<file path="src/rtl/nibble_serial_comparator_if.sv">
// Operand/result bundle for the nibble-serial magnitude comparator.
interface nibble_serial_comparator_if #(
  parameter int NIB = 8
);
  logic              start;
  logic [4*NIB-1:0]  a;
  logic [4*NIB-1:0]  b;
  logic              busy;
  logic              done;
  logic              agtb;
  logic              altb;
  logic              aeqb;

  modport master (
    output start, a, b,
    input  busy, done, agtb, altb, aeqb
  );

  modport slave (
    input  start, a, b,
    output busy, done, agtb, altb, aeqb
  );
endinterface

</file>
<file path="src/rtl/nibble_serial_comparator.sv">
// Wide unsigned magnitude compare, one nibble per clock (MSB first) through a
// single 4-bit cascadable comparator; first non-equal nibble ends the compare.
module comp4bit (
  input  logic [3:0] a,
  input  logic [3:0] b,
  input  logic       agtb_in,
  input  logic       altb_in,
  input  logic       aeqb_in,
  output logic       agtb,
  output logic       altb,
  output logic       aeqb
);
  always_comb begin
    agtb = 1'b0;
    altb = 1'b0;
    aeqb = 1'b0;
    if (a > b) begin
      agtb = 1'b1;
    end else if (a < b) begin
      altb = 1'b1;
    end else begin
      agtb = agtb_in;
      altb = altb_in;
      aeqb = aeqb_in;
    end
  end
endmodule

module nibble_serial_comparator #(
  parameter int NIB = 8
) (
  input  logic                       clk,
  input  logic                       rst_n,
  nibble_serial_comparator_if.slave  bus
);
  localparam int IW = (NIB > 1) ? $clog2(NIB) : 1;

  localparam logic [1:0] IDLE = 2'b00;
  localparam logic [1:0] CMP  = 2'b01;

  logic [1:0]       state;
  logic [4*NIB-1:0] ra;
  logic [4*NIB-1:0] rb;
  logic [IW-1:0]    idx;
  logic [3:0]       na;
  logic [3:0]       nb;
  logic             c_gt;
  logic             c_lt;
  logic             c_eq;
  logic             done_q;
  logic             agtb_q;
  logic             altb_q;
  logic             aeqb_q;

  assign na = ra[{idx, 2'b00} +: 4];
  assign nb = rb[{idx, 2'b00} +: 4];

  comp4bit u_comp (
    .a       (na),
    .b       (nb),
    .agtb_in (1'b0),
    .altb_in (1'b0),
    .aeqb_in (1'b1),
    .agtb    (c_gt),
    .altb    (c_lt),
    .aeqb    (c_eq)
  );

  always_ff @(posedge clk or negedge rst_n) begin
    if (!rst_n) begin
      state  <= IDLE;
      ra     <= '0;
      rb     <= '0;
      idx    <= '0;
      done_q <= 1'b0;
      agtb_q <= 1'b0;
      altb_q <= 1'b0;
      aeqb_q <= 1'b0;
    end else begin
      done_q <= 1'b0;
      case (state)
        IDLE: begin
          if (bus.start) begin
            ra    <= bus.a;
            rb    <= bus.b;
            idx   <= IW'(NIB - 1);
            state <= CMP;
          end
        end
        CMP: begin
          // Results only move together with done, so they never glitch mid-compare.
          if (c_gt || c_lt || (idx == '0)) begin
            agtb_q <= c_gt;
            altb_q <= c_lt;
            aeqb_q <= c_eq;
            done_q <= 1'b1;
            state  <= IDLE;
          end else begin
            idx <= idx - 1'b1;
          end
        end
        default: state <= IDLE;
      endcase
    end
  end

  assign bus.busy = (state == CMP);
  assign bus.done = done_q;
  assign bus.agtb = agtb_q;
  assign bus.altb = altb_q;
  assign bus.aeqb = aeqb_q;
endmodule

</file>
<file path="src/flat_wrapper.sv">
// flat-port wrapper written by rule: the top's interface ports become plain ports
module nibble_serial_comparator_flat 
#(
  parameter int NIB = 8
)
  (clk, rst_n, bus_start, bus_a, bus_b, bus_busy, bus_done, bus_agtb, bus_altb, bus_aeqb);
  nibble_serial_comparator_if #(.NIB(NIB)) bus_i ();
  input  logic clk;
  input  logic rst_n;
  input wire logic [$bits(bus_i.start)-1:0] bus_start;
  input wire logic [$bits(bus_i.a)-1:0] bus_a;
  input wire logic [$bits(bus_i.b)-1:0] bus_b;
  output wire logic [$bits(bus_i.busy)-1:0] bus_busy;
  output wire logic [$bits(bus_i.done)-1:0] bus_done;
  output wire logic [$bits(bus_i.agtb)-1:0] bus_agtb;
  output wire logic [$bits(bus_i.altb)-1:0] bus_altb;
  output wire logic [$bits(bus_i.aeqb)-1:0] bus_aeqb;
  assign bus_i.start = bus_start;
  assign bus_i.a = bus_a;
  assign bus_i.b = bus_b;
  assign bus_busy = bus_i.busy;
  assign bus_done = bus_i.done;
  assign bus_agtb = bus_i.agtb;
  assign bus_altb = bus_i.altb;
  assign bus_aeqb = bus_i.aeqb;
  nibble_serial_comparator #(.NIB(NIB)) u_core (.clk(clk), .rst_n(rst_n), .bus(bus_i));
endmodule
</file>
<file path="config.mk">
export PLATFORM = sky130hd
export DESIGN_NAME = nibble_serial_comparator_flat
export DESIGN_NICKNAME = d
export VERILOG_FILES = /design/src/rtl/nibble_serial_comparator_if.sv /design/src/rtl/nibble_serial_comparator.sv /design/src/flat_wrapper.sv
export SDC_FILE = /design/constraint.sdc
export NUM_CORES = 1
export LEC_CHECK = 0
export BUFFER_PORTS_ARGS = -buffer_cell sky130_fd_sc_hd__buf_2
export CAP_MARGIN = 5
export CORE_ASPECT_RATIO = 0.75
export CORE_MARGIN = 4
export CORE_UTILIZATION = 49
export CTS_BUF_LIST = sky130_fd_sc_hd__clkbuf_4 sky130_fd_sc_hd__clkbuf_8
export DETAILED_ROUTE_END_ITERATION = 8
export PLACE_DENSITY = 0.83
export SLEW_MARGIN = 20
export SYNTH_ARGS = -nofsm -noshare
export SYNTH_HDL_FRONTEND = slang
export SYNTH_SLANG_ARGS = --single-unit
</file>
<file path="constraint.sdc">
create_clock -name clk -period 5.8 [get_ports clk]
set_clock_uncertainty 0.1 [all_clocks]
set_input_delay 0.29 -clock clk [delete_from_list [all_inputs] [get_ports clk]]
set_output_delay 0.29 -clock clk [all_outputs]
set_load 0.005 [all_outputs]
</file>
== Word-level counts from Yosys, hierarchy flattened ==
Index checks and enable logic that the tools add are counted.
Cells by class
  add/subtract/negate cells: 1
  order comparisons: 2
  eq/ne operators: 4
  shift operators: 2
  multiplexer cells: 13
  reduce and logical (&&, ||, !) cells: 9
Operators by type and width (number)
  indexed part select 32 x 6 -> 4 bit: 2
  two-way mux 1 bit: 7
  two-way mux 3 bit: 2
  case mux 3 bit (2 select lines): 1
  AND reduction 2 bit: 3
  greater-than comparator 4 bit: 1
  less-than comparator 4 bit: 1
  two-way mux 2 bit: 2
  != test 2 bit, second input constant: 2
  case mux 2 bit (2 select lines): 1
  zero test 3 bit: 1
  AND reduction 3 bit: 1
  subtractor 3 x 1 -> 3 bit, second input constant: 1
  equality test 2 x 1 -> 1 bit, second input constant: 1
  zero test 2 bit: 1
  logical OR 1 bit: 2
  != test 2 x 1 -> 1 bit, second input constant: 1
  nonzero test 2 bit: 1
Word-level totals
  flip-flop bits (word level): 73
  bits of input ports: 67
  output and inout port bits: 5
  logic and storage cells: 39

== Longest topological paths before layout ==
  word-level depth: 8
  mapped depth: 9

== By module ==
From an unflattened synthesis, not the netlist that was laid out.
Second synthesis, totals
  cells, all modules: 364
  area, all modules: 3405.8 sq um
Modules (own cells, without submodules)
  nibble_serial_comparator: instances 1, cells an instance 347, area each 3268.1 sq um, sequential area each 1801.7 sq um
  comp4bit: instances 1, cells an instance 17, area each 137.6 sq um, sequential area each 0.0 sq um

== Least setup slack after synthesis ==
OpenSTA, ideal clock, no wires.
  path kind: register -> register
  start: reg u_core.idx[0]
  end: reg u_core.idx[2]
  library setup time: 127 ps
  data arrival time: 2395 ps
  data required time: 5573 ps
  path slack: 3178 ps
  cell stages (with the launch flop): 9
  buffers on the path: 1
  path through: dfrtp_1 -> buf_6 -> mux4_1 -> mux2_2 -> ha_1 -> nand4_1 -> a311oi_4 -> and4_1 -> nor3_2
Between the ends
  longest elaborated chain between the ends: 8
  elaborated cells between the ends (all ways): 15
RTL lines
  from (decl): RTL line nibble_serial_comparator.sv:44  | logic [IW-1:0] idx;
  from (signal assigned): RTL line nibble_serial_comparator.sv:86  | idx <= IW'(NIB - 1);
  from (signal assigned): RTL line nibble_serial_comparator.sv:99  | idx <= idx - 1'b1;
  indexed part select 32 x 6 -> 4 bit (on tied branches): RTL line nibble_serial_comparator.sv:55, nibble_serial_comparator.sv:56
  less-than comparator 4 bit: RTL line nibble_serial_comparator.sv:19  | end else if (a < b) begin
  two-way mux 1 bit: RTL line nibble_serial_comparator.sv:19
  two-way mux 1 bit: RTL line nibble_serial_comparator.sv:17  | if (a > b) begin
  logical OR 1 bit (2 in a row): RTL line nibble_serial_comparator.sv:92  | if (c_gt || c_lt || (idx == '0)) begin
  != test 2 bit (no line)
  AND reduction 3 bit (no line)
Several ways; a longest one is shown, not always the timed one. The select of a mux whose other input is x is not followed.
A chain may end at the register's enable or synchronous reset.

== Worst setup path after layout ==
Same ends and word-level chain as after synthesis.

==> key figures <==
Synthesis
  – Top cells by area, synth: sky130_fd_sc_hd__dfrtp_1 (53%), sky130_fd_sc_hd__mux2_2 (23%), sky130_fd_sc_hd__mux4_2 (6.0%)
  – Synth top area share: 53.5%
  – Distinct cells, synth: 26
  – Total standard cell area after synthesis: 3370 sq um
  – Synth async-reset ratio: 100%
  – Register area share after synthesis: 53.5%
  – Cell type with the largest total area after synthesis: sky130_fd_sc_hd__dfrtp_1
  – Post-Syn Nets: 286
  – Library cell with the highest instance count after synthesis: sky130_fd_sc_hd__dfrtp_1
  – Most frequent cells after synthesis: sky130_fd_sc_hd__dfrtp_1 (72), sky130_fd_sc_hd__mux2_2 (68), sky130_fd_sc_hd__mux4_2 (9)
  – Register bit total from synthesis: 72
  – Number of flops mapped to enable cells by yosys: 0
  – Mapped Cells: 213
  – Count of synthesis-stage warnings from yosys: 0
  – Commonest register cell after synthesis: sky130_fd_sc_hd__dfrtp_1
  – Average cell area after synthesis: 15.8 sq um

Worst setup path
  – Critical setup path kind: reg2reg
  – Master of the slowest instance on the critical path: sky130_fd_sc_hd__dfrtp_1
  – Setup crit start: u_core.idx[0]
  – Longest individual stage delay on the worst path: 0.99 ns
  – Arrival time of data at the critical path endpoint: 3.52 ns
  – Type of origin of the critical path: register
  – Beginning of the worst register-to-register path: u_core.idx[0]
  – Worst-path cell chain: mux4_1, mux2_2, ha_1, nand4_1, a311oi_4, and4_1, nor3_2
  – Number of cells on the worst reg-to-reg path: 7
  – Data required time of the worst path: 5.92 ns
  – Reg-to-Reg End: u_core.idx[2]
  – Crit path max fanout: 19
  – Worst Setup End Kind: register
  – Setup slack, reg-to-reg: 2.40 ns
  – Last element of the critical path: u_core.idx[2]

Floorplanning
  – Die Wd: 104 um
  – Core outline area: 6470 sq um
  – Die span in y: 79.8 um
  – Effective utilization at floorplan: 52.0%
  – Standard-cell rows: 25
  – I/O pin total: 72
  – Die Area: 8280 sq um

GRT
  – Initial antenna violation count: 0
  – Wire length of the first global-routing pass: 10800 um
  – GRT Resource Usage Total: 16.9%
  – Largest net degree at the start of global routing: 73
  – Vias in the first global route: 2140
  – Leftover overflow at the end of global routing: 0

Layout
  – Area growth, synth to finish: 17.6%
  – Filler cells: 503
  – End-of-flow core utilization: 61.2%
  – Fraction of final layout cells with drive strength greater than 1: 59.0%
  – Final net count: 356
  – Storage cell area: 1800 sq um
  – Footprint of the multi-input gates: 1470 sq um
  – Total inserted antenna cells: 0

STA
  – Transition at the pin with the smallest max-transition slack: 0.979 ns
  – Worst setup slack after layout: 2.40 ns
  – Setup repair after global routing missed its margin: no
  – Rel. slew slack: 34.7%
  – Endpoints failing setup: 0
  – Fin. Hold Viols: 46
  – Final critical path time including I/O delays and setup: 3.40 ns
  – Sum Neg Setup Slack: 0 ns
  – Portion of the clock cycle consumed by the worst path in the final layout: 58.6%
  – Post-Route Hold Slack: -0.0562 ns
  – Max Clk Rate: 294 MHz
  – Max-slew violation count: 0

Power and ir drop
  – Total power: 1.73 mW
  – Pwr dens: 436 nW/um^2
  – Lkg Pwr: 1.84 nW
  – Worst ir drop on vdd: 0.249 mV

CTS
  – Cell chosen for the clock root: sky130_fd_sc_hd__clkbuf_8
  – Max Root-Sink Buffers: 2
  – Num CTS Buffers: 9
  – Clock latency reported for the late side of the worst-skew pair: 0.34 ns
  – H-tree level count: 3
  – Hold Buf Count CTS: 0
  – TritonCTS clock tree: yes
  – Number of sinks on the clock net: 72
  – Number of resized instances in the post-cts repair step: 0
  – Post-CTS setup-driven buffer insertion count: 0
  – Clock input transition at the sequential cells of the worst setup and hold paths: 0.07 ns

Job
  – # Max-Cap Violations: 0

Placement
  – Buffers on Ports: 71
  – Weighted congestion reported at the end of routability-driven placement: 0.732
  – Total half-perimeter wirelength after legalization and detailed placement: 4810 um
  – Worst setup timing slack at the placement stage: 2.37 ns

Route
  – Post-detailed-route wirelength per cell: 17.7 um
  – Initial DRC count: 84
  – Iteration count of the initial detailed-routing pass: 4
  – Post-detailed-routing wire length: 6530 um
  – Via Count: 2031
  – Drc violations: 0
  – Count of antenna-violating nets left after detailed routing: 0
  – Avg Vias per Cell: 5.50

Hold path
  – Class of the tightest hold or removal check: in2async

Status
  – Failing checks: negative hold slack
  – Run status: complete, but fails checks
layer usage:
metal | vias up | routed length [um] | share of wire, % | global-route usage [%]
met1 | 1011 | 3170 | 49 | 24.0
met5 | - | 0 | 0 | 0
met3 | 9 | 427 | 6.5 | 5.17
li1 | 948 | - | - | -
met2 | 63 | 2850 | 44 | 24.7
met4 | 0 | 74 | 1.1 | 5.84
critical path: cells and delay by family (launching register included):
kind	cells	cell delay, ns
AND/OR/NAND/NOR	3	0.52
AO/OA/AOI/OAI	1	0.42
multiplexers	2	0.95
adder cells (fa/ha/maj)	1	0.30
flip-flops	1	0.99
sequential cells by signal (all words and copies together) (netlist names):
signal	flops
u_core.bus.agtb	1
u_core.ra	32
u_core.rb	32
u_core.bus.aeqb	1
u_core.bus.altb	1
u_core.bus.done	1
u_core.idx	3
u_core.state	1
cell usage in the layout (no fill, tap or decap):
cell type                   instances
sky130_fd_sc_hd__a211oi_1           2
sky130_fd_sc_hd__a21oi_1            4
sky130_fd_sc_hd__a311oi_4           1
sky130_fd_sc_hd__a31o_2             2
sky130_fd_sc_hd__a31oi_1            1
sky130_fd_sc_hd__a32oi_1            1
sky130_fd_sc_hd__and4_1             1
sky130_fd_sc_hd__buf_2             70
sky130_fd_sc_hd__buf_4              2
sky130_fd_sc_hd__bufinv_16          1
sky130_fd_sc_hd__clkbuf_4           2
sky130_fd_sc_hd__clkbuf_8          11
sky130_fd_sc_hd__clkinv_2           2
sky130_fd_sc_hd__dfrtp_1           72
sky130_fd_sc_hd__ha_1               6
sky130_fd_sc_hd__inv_1              5
sky130_fd_sc_hd__mux2_2            68
sky130_fd_sc_hd__mux2i_1            4
sky130_fd_sc_hd__mux4_1             7
sky130_fd_sc_hd__mux4_2             9
sky130_fd_sc_hd__nand2_1            2
sky130_fd_sc_hd__nand2b_1           1
sky130_fd_sc_hd__nand4_1            1
sky130_fd_sc_hd__nor2_1             4
sky130_fd_sc_hd__nor2b_1            2
sky130_fd_sc_hd__nor2b_4            1
sky130_fd_sc_hd__nor3_1             1
sky130_fd_sc_hd__nor3_2             1
sky130_fd_sc_hd__o21a_1             1
sky130_fd_sc_hd__o21ai_0            3
through the flow:
stage,instances,instance area [sq um]
6_report,369,3960
5_1_grt,369,3960
4_1_cts,369,3960
3_5_place_dp,353,3760
3_3_place_gp,353,3760
2_1_floorplan,213,3370
power breakdown:
part           switching [mW]  internal, mW
registers               0.119         0.652
clock network           0.174         0.231
logic                   0.212         0.340
layout make-up:
cell class              count  area share [%]
flip-flops and latches     72            45.5
clock buffers              13            4.20
multi-input cells         123            37.1
clock inverters             3            1.01
repair buffers             72            9.22
well taps                  81            2.56
inverters                   5           0.474
logic make-up after synthesis:
kind of cell	Yosys count	synth area share, %
flops	72	53.5
buf+inv	18	3.16
mux	88	35.4
fa+ha+maj	6	2.23
simple gates	14	2.30
compound gates	15	3.45
worst min-delay path by stage:
stage          depth (start not counted)              end  startpoint
6_report                               1     u_core.ra[9]       rst_n
5_1_grt                                1     u_core.ra[9]       rst_n
4_1_cts                                1     u_core.ra[9]       rst_n
3_5_place_dp                           1     u_core.ra[9]       rst_n
3_3_place_gp                           1     u_core.ra[5]       rst_n
2_1_floorplan                          0  u_core.bus.aeqb       rst_n
Note: power is estimated with default switching activity, not from simulation.
